$ cat src/rtl/obsidian_memory_stage.sv
// obsidian_memory_stage: pipeline MEM stage with a multi-cycle data-memory req/ready handshake.
// Optional BUSY watchdog and timeout_err port are enabled by defining OBSIDIAN_MEM_TIMEOUT_EN.
module obsidian_memory_stage
#(
    parameter int unsigned MEM_TIMEOUT_CYCLES = 16
)
(
    input  logic         clk,
    input  logic         reset,
    input  logic [106:0] EX_MEM,
    output logic [70:0]  MEM_WB,
    output logic         stall,
    output logic         pcsrc,
    output logic [31:0]  branch_target,
    output logic         mem_req,
    output logic         mem_we,
    output logic [31:0]  mem_addr,
    output logic [31:0]  mem_wdata,
    input  logic [31:0]  mem_rdata,
    input  logic         mem_ready,
    output logic         align_err
`ifdef OBSIDIAN_MEM_TIMEOUT_EN
   ,output logic         timeout_err
`endif
);

    // state | meaning
    // IDLE  | EX_MEM sampled every edge
    // BUSY  | request outstanding, waiting on mem_ready
    // DONE  | access result written to MEM_WB, stall released
    typedef enum logic [1:0] {
        IDLE = 2'd0,
        BUSY = 2'd1,
        DONE = 2'd2
    } state_t;

    logic        ex_regwrite;
    logic        ex_memtoreg;
    logic        ex_branch;
    logic        ex_memread;
    logic        ex_memwrite;
    logic [31:0] ex_target;
    logic        ex_zero;
    logic [31:0] ex_alu;
    logic [31:0] ex_wdata;
    logic [4:0]  ex_rd;

    assign ex_regwrite = EX_MEM[106];
    assign ex_memtoreg = EX_MEM[105];
    assign ex_branch   = EX_MEM[104];
    assign ex_memread  = EX_MEM[103];
    assign ex_memwrite = EX_MEM[102];
    assign ex_target   = EX_MEM[101:70];
    assign ex_zero     = EX_MEM[69];
    assign ex_alu      = EX_MEM[68:37];
    assign ex_wdata    = EX_MEM[36:5];
    assign ex_rd       = EX_MEM[4:0];

    state_t      state_q, state_d;
    logic [70:0] mem_wb_q, mem_wb_d;
    logic        pcsrc_q, pcsrc_d;
    logic [31:0] branch_target_q, branch_target_d;
    logic        align_err_q, align_err_d;
    logic        mem_we_q, mem_we_d;
    logic [31:0] mem_addr_q, mem_addr_d;
    logic [31:0] mem_wdata_q, mem_wdata_d;
    logic        cap_regwrite_q, cap_regwrite_d;
    logic        cap_memtoreg_q, cap_memtoreg_d;
    logic        cap_read_q, cap_read_d;
    logic [4:0]  cap_rd_q, cap_rd_d;
    logic [31:0] rdata_q, rdata_d;

`ifdef OBSIDIAN_MEM_TIMEOUT_EN
    localparam logic [4:0] TMO_LAST = 5'(MEM_TIMEOUT_CYCLES - 1);

    logic [4:0] tmo_cnt_q, tmo_cnt_d;
    logic       timeout_err_q, timeout_err_d;
`endif

    logic ex_is_mem;
    logic ex_misaligned;

    assign ex_is_mem     = ex_memread | ex_memwrite;
    assign ex_misaligned = ex_is_mem & (ex_alu[1:0] != 2'b00);

    always_comb begin
        state_d         = state_q;
        mem_wb_d        = mem_wb_q;
        pcsrc_d         = 1'b0;
        branch_target_d = branch_target_q;
        align_err_d     = 1'b0;
        mem_we_d        = mem_we_q;
        mem_addr_d      = mem_addr_q;
        mem_wdata_d     = mem_wdata_q;
        cap_regwrite_d  = cap_regwrite_q;
        cap_memtoreg_d  = cap_memtoreg_q;
        cap_read_d      = cap_read_q;
        cap_rd_d        = cap_rd_q;
        rdata_d         = rdata_q;
`ifdef OBSIDIAN_MEM_TIMEOUT_EN
        tmo_cnt_d       = tmo_cnt_q;
        timeout_err_d   = 1'b0;
`endif

        case (state_q)
            IDLE: begin
                pcsrc_d         = ex_branch & ex_zero;
                branch_target_d = ex_target;
                if (!ex_is_mem) begin
                    mem_wb_d = {ex_regwrite, ex_memtoreg, 32'h0, ex_alu, ex_rd};
                end else if (ex_misaligned) begin
                    align_err_d = 1'b1;
                    mem_wb_d    = {1'b0, ex_memtoreg, 32'h0, ex_alu, ex_rd};
                end else begin
                    mem_we_d       = ex_memwrite;
                    mem_addr_d     = ex_alu;
                    mem_wdata_d    = ex_wdata;
                    cap_regwrite_d = ex_regwrite;
                    cap_memtoreg_d = ex_memtoreg;
                    // read+write together behaves as a write, so no load data is kept
                    cap_read_d     = ex_memread & ~ex_memwrite;
                    cap_rd_d       = ex_rd;
                    mem_wb_d[70]   = 1'b0;
                    state_d        = BUSY;
`ifdef OBSIDIAN_MEM_TIMEOUT_EN
                    tmo_cnt_d      = 5'd0;
`endif
                end
            end

            BUSY: begin
                if (mem_ready) begin
                    rdata_d = cap_read_q ? mem_rdata : 32'h0;
                    state_d = DONE;
                end
`ifdef OBSIDIAN_MEM_TIMEOUT_EN
                else if (tmo_cnt_q == TMO_LAST) begin
                    rdata_d        = 32'hDEAD_BEEF;
                    cap_regwrite_d = 1'b0;
                    timeout_err_d  = 1'b1;
                    state_d        = DONE;
                end else begin
                    tmo_cnt_d = tmo_cnt_q + 5'd1;
                end
`endif
            end

            DONE: begin
                mem_wb_d = {cap_regwrite_q, cap_memtoreg_q, rdata_q, mem_addr_q, cap_rd_q};
                state_d  = IDLE;
            end

            default: begin
                state_d = IDLE;
            end
        endcase
    end

    always_ff @(posedge clk) begin
        if (reset) begin
            state_q         <= IDLE;
            mem_wb_q        <= 71'h0;
            pcsrc_q         <= 1'b0;
            branch_target_q <= 32'h0;
            align_err_q     <= 1'b0;
            mem_we_q        <= 1'b0;
            mem_addr_q      <= 32'h0;
            mem_wdata_q     <= 32'h0;
            cap_regwrite_q  <= 1'b0;
            cap_memtoreg_q  <= 1'b0;
            cap_read_q      <= 1'b0;
            cap_rd_q        <= 5'h0;
            rdata_q         <= 32'h0;
        end else begin
            state_q         <= state_d;
            mem_wb_q        <= mem_wb_d;
            pcsrc_q         <= pcsrc_d;
            branch_target_q <= branch_target_d;
            align_err_q     <= align_err_d;
            mem_we_q        <= mem_we_d;
            mem_addr_q      <= mem_addr_d;
            mem_wdata_q     <= mem_wdata_d;
            cap_regwrite_q  <= cap_regwrite_d;
            cap_memtoreg_q  <= cap_memtoreg_d;
            cap_read_q      <= cap_read_d;
            cap_rd_q        <= cap_rd_d;
            rdata_q         <= rdata_d;
        end
    end

`ifdef OBSIDIAN_MEM_TIMEOUT_EN
    always_ff @(posedge clk) begin
        if (reset) begin
            tmo_cnt_q     <= 5'd0;
            timeout_err_q <= 1'b0;
        end else begin
            tmo_cnt_q     <= tmo_cnt_d;
            timeout_err_q <= timeout_err_d;
        end
    end

    assign timeout_err = timeout_err_q;
`endif

    // req/stall follow the state so a reset clears them on the same edge
    assign stall         = (state_q != IDLE);
    assign mem_req       = (state_q == BUSY);
    assign MEM_WB        = mem_wb_q;
    assign pcsrc         = pcsrc_q;
    assign branch_target = branch_target_q;
    assign align_err     = align_err_q;
    assign mem_we        = mem_we_q;
    assign mem_addr      = mem_addr_q;
    assign mem_wdata     = mem_wdata_q;

endmodule

$ cat config.mk
export PLATFORM = sky130hd
export DESIGN_NAME = obsidian_memory_stage
export DESIGN_NICKNAME = d
export VERILOG_FILES = /design/src/rtl/obsidian_memory_stage.sv
export SDC_FILE = /design/constraint.sdc
export NUM_CORES = 1
export LEC_CHECK = 0
export BUFFER_PORTS_ARGS = -buffer_cell sky130_fd_sc_hd__buf_2
export CAP_MARGIN = 10
export CORE_MARGIN = 2
export CORE_UTILIZATION = 45
export CTS_BUF_LIST = sky130_fd_sc_hd__clkbuf_8
export DETAILED_ROUTE_END_ITERATION = 6
export PLACE_DENSITY_LB_ADDON = 0.05
export SETUP_SLACK_MARGIN = 0.05
export SLEW_MARGIN = 10
export SYNTH_ARGS = -nofsm -noshare
export SYNTH_HDL_FRONTEND = slang
export SYNTH_SLANG_ARGS = --single-unit
$ cat constraint.sdc
create_clock -name clk -period 3.6 [get_ports clk]
set_input_delay 0.72 -clock clk [delete_from_list [all_inputs] [get_ports clk]]
set_output_delay 0.72 -clock clk [all_outputs]
set_load 0.005 [all_outputs]
==> impl_metrics.env <==
export IMPL_syn_inst=939
export IMPL_ys_ff_latch=212
export IMPL_outcome="finished clean"
export IMPL_crit_fanout=33
export IMPL_antenna_found_initial=5
export IMPL_fin_util=0.591
export IMPL_viasPerCell=5.44
export IMPL_postSynthAreaPerCell_um2=8.93
export IMPL_track_usage=0.249
export IMPL_vias=7999
export IMPL_crit_path_frequent_cell="buf_4"
export IMPL_hp_class="in2reg"
export IMPL_cts_repair_resized=0
export IMPL_cp_arrival_ps=2170
export IMPL_netlist_area_um2=8380
export IMPL_core_um2=18100
export IMPL_gp_congestion=0.760
export IMPL_cts_made_buffers=37
export IMPL_cts_tree="built"
export IMPL_dp_hpwl_um=16200
export IMPL_crit_chain="buf_4 > nor2_2 > buf_4 > inv_2 > buf_2"
export IMPL_fin_nets=1355
export IMPL_cap_viol_max_count=0
export IMPL_dieArea_um2=19700
export IMPL_synth_top_area_share=0.506
export IMPL_cts_hold_buf=0
export IMPL_required_ps=2880
export IMPL_p_per_area_nw_per_um2=481
export IMPL_hold_ws_ps=422
export IMPL_wl_um=25800
export IMPL_netlist_cell_type_count=30
export IMPL_setup_worst_path_end_class="output pin"
export IMPL_grt_max_degree=88
export IMPL_placedInstanceArea_um2=10000
export IMPL_critical_path_max_stage_delay_ps=670
export IMPL_leakagePower_nw=4.68
export IMPL_first_iter_violations=440
export IMPL_fmax_ghz=0.346
export IMPL_path_clk_slew_ps=60
export IMPL_post_cts_buffers=0
export IMPL_ctsRootBufferMaster="clkbuf_8"
export IMPL_design_area_um2=10700
export IMPL_clock_latency_ps=510
export IMPL_grt_pass1_vias=7597
export IMPL_vdd_drop_max_mv=0.309
export IMPL_grt_overflow=0
export IMPL_final_common_cell="buf_2"
export IMPL_drtAntennaViolNets=0
export IMPL_synth_nets=1081
export IMPL_area_growth_pct=28.0
export IMPL_cp_num_buf_inv=4
export IMPL_h_tree_depth=2
export IMPL_rows=49
export IMPL_io_buffers=313
export IMPL_power_mw=5.16
export IMPL_path_class="reg2out"
export IMPL_setup_viol=0
export IMPL_layout_common_cells="buf_2, dfxtp_1, a21oi_1"
export IMPL_synth_largest_area_cell="dfxtp_1"
export IMPL_synth_area_top_cells="dfxtp_1, a21oi_1, a211oi_1"
export IMPL_floorplan_initialDensity=0.462
export IMPL_die_height_um=140
export IMPL_rsz0062_at_grt="no"
export IMPL_drc=0
export IMPL_first_pass_iters=5
export IMPL_die_x_um=140
export IMPL_final_setup_tns_ps=0
export IMPL_tightest_slew_ps=676
export IMPL_grt_pass1_wl_um=40400
export IMPL_cp_top_family="buffers and inverters"
export IMPL_drv_slew=0
export IMPL_finalHoldViolations=0
export IMPL_ios=314
export IMPL_period_minus_slack_ps=2890
export IMPL_max_slew_margin=0.548
export IMPL_clk_path_buf_depth=3
export IMPL_yosysSeqAreaShare=0.506
export IMPL_cp_slowest_cell="dfxtp_2"
export IMPL_synth_warnings=0
export IMPL_clock_skew_ps=10.4
export IMPL_drt_wirelength_per_cell_um=17.5
export IMPL_layout_drive_gt1_share=0.349
export IMPL_worstSetupStartpointType="flop"
export IMPL_clock_sink_count=212
export IMPL_finalCritPeriodShare=0.802
==> registers in the layout, summed over array words and instances, names as in the netlist, 2 cells and up <==
signal,count
rdata_q,32
state_q,2
mem_wdata,32
cap_rd_q,5
MEM_WB,71
branch_target,32
mem_addr,32
==> report_power, final <==
group	leakage (nW)	internal (mW)	switching, mW
Combinational	2.51	0.246	0.335
Clock	0.427	1.13	0.950
Sequential	1.73	2.45	0.0574
==> cells in the mapped netlist, drive strengths merged <==
library cell,number
nand3b,1
mux2,38
a22o,27
a221oi,1
a22oi,33
nor2,7
a21o,1
or4,1
nor3,3
dfxtp,212
a211oi,77
nor4,2
nand2,71
nand3,106
nor3b,3
or2,1
clkbuf,69
nor2b,4
a21oi,140
inv,41
o21ai,70
and3b,1
buf,30
==> stage by stage <==
stage | cells | setup slack, ps
2_1_floorplan | 939 | 1700
3_3_place_gp | 1403 | 1110
3_5_place_dp | 1403 | 1070
4_1_cts | 1469 | 658
5_1_grt | 1470 | 559
6_report | 1471 | 713
==> cell families (layout without fill, tap and decap cells) <==
family | Yosys count | after routing | share of synthesized area
buf+inv | 140 | 441 | 0.0731
flops | 212 | 212 | 0.506
other cells | 0 | 2 | 0
mux | 38 | 38 | 0.0510
simple gates | 200 | 200 | 0.116
compound gates | 349 | 349 | 0.254
==> worst reg2reg max path: cells and delay by family, from the launching register on <==
family	cells	cell delay (ps)
AND/OR/NAND/NOR	2	740
buffers and inverters	3	940
AO/OA/AOI/OAI	1	140
flip-flops	1	480
==> final cells by class <==
cell class,count,area [um2]
Fill cell,1745,7420
Inverter,41,154
Antenna cell,2,5.00
Sequential cell,212,4250
Tap cell,229,287
Multi-Input combinational cell,587,3550
Clock inverter,21,85.1
Clock buffer,45,619
Timing Repair Buffer,334,1780
==> layer usage <==
layer	vias up	GRT usage	share of wire
li1	3925	-	-
met1	3759	0.322	0.44
met2	279	0.413	0.47
met3	30	0.0704	0.073
met4	6	0.0632	0.012
met5	-	0	0.0014
==> final timing paths <==
check / startpoint / to / slack [ps] / cells after the start
setup / recovery: state_q[1]$_SDFFE_PP0P_ / stall / 710 / 5
hold / removal: mem_rdata[6] / rdata_q[6]$_SDFFE_PP0P_ / 420 / 2
setup reg to reg: state_q[1]$_SDFFE_PP0P_ / MEM_WB[53]$_SDFFE_PP0P_ / 1230 / 6
hold reg to reg: branch_target[31]$_SDFFE_PP0N_ / branch_target[31]$_SDFFE_PP0N_ / 450 / 2
(Power assumes the default switching activity.)
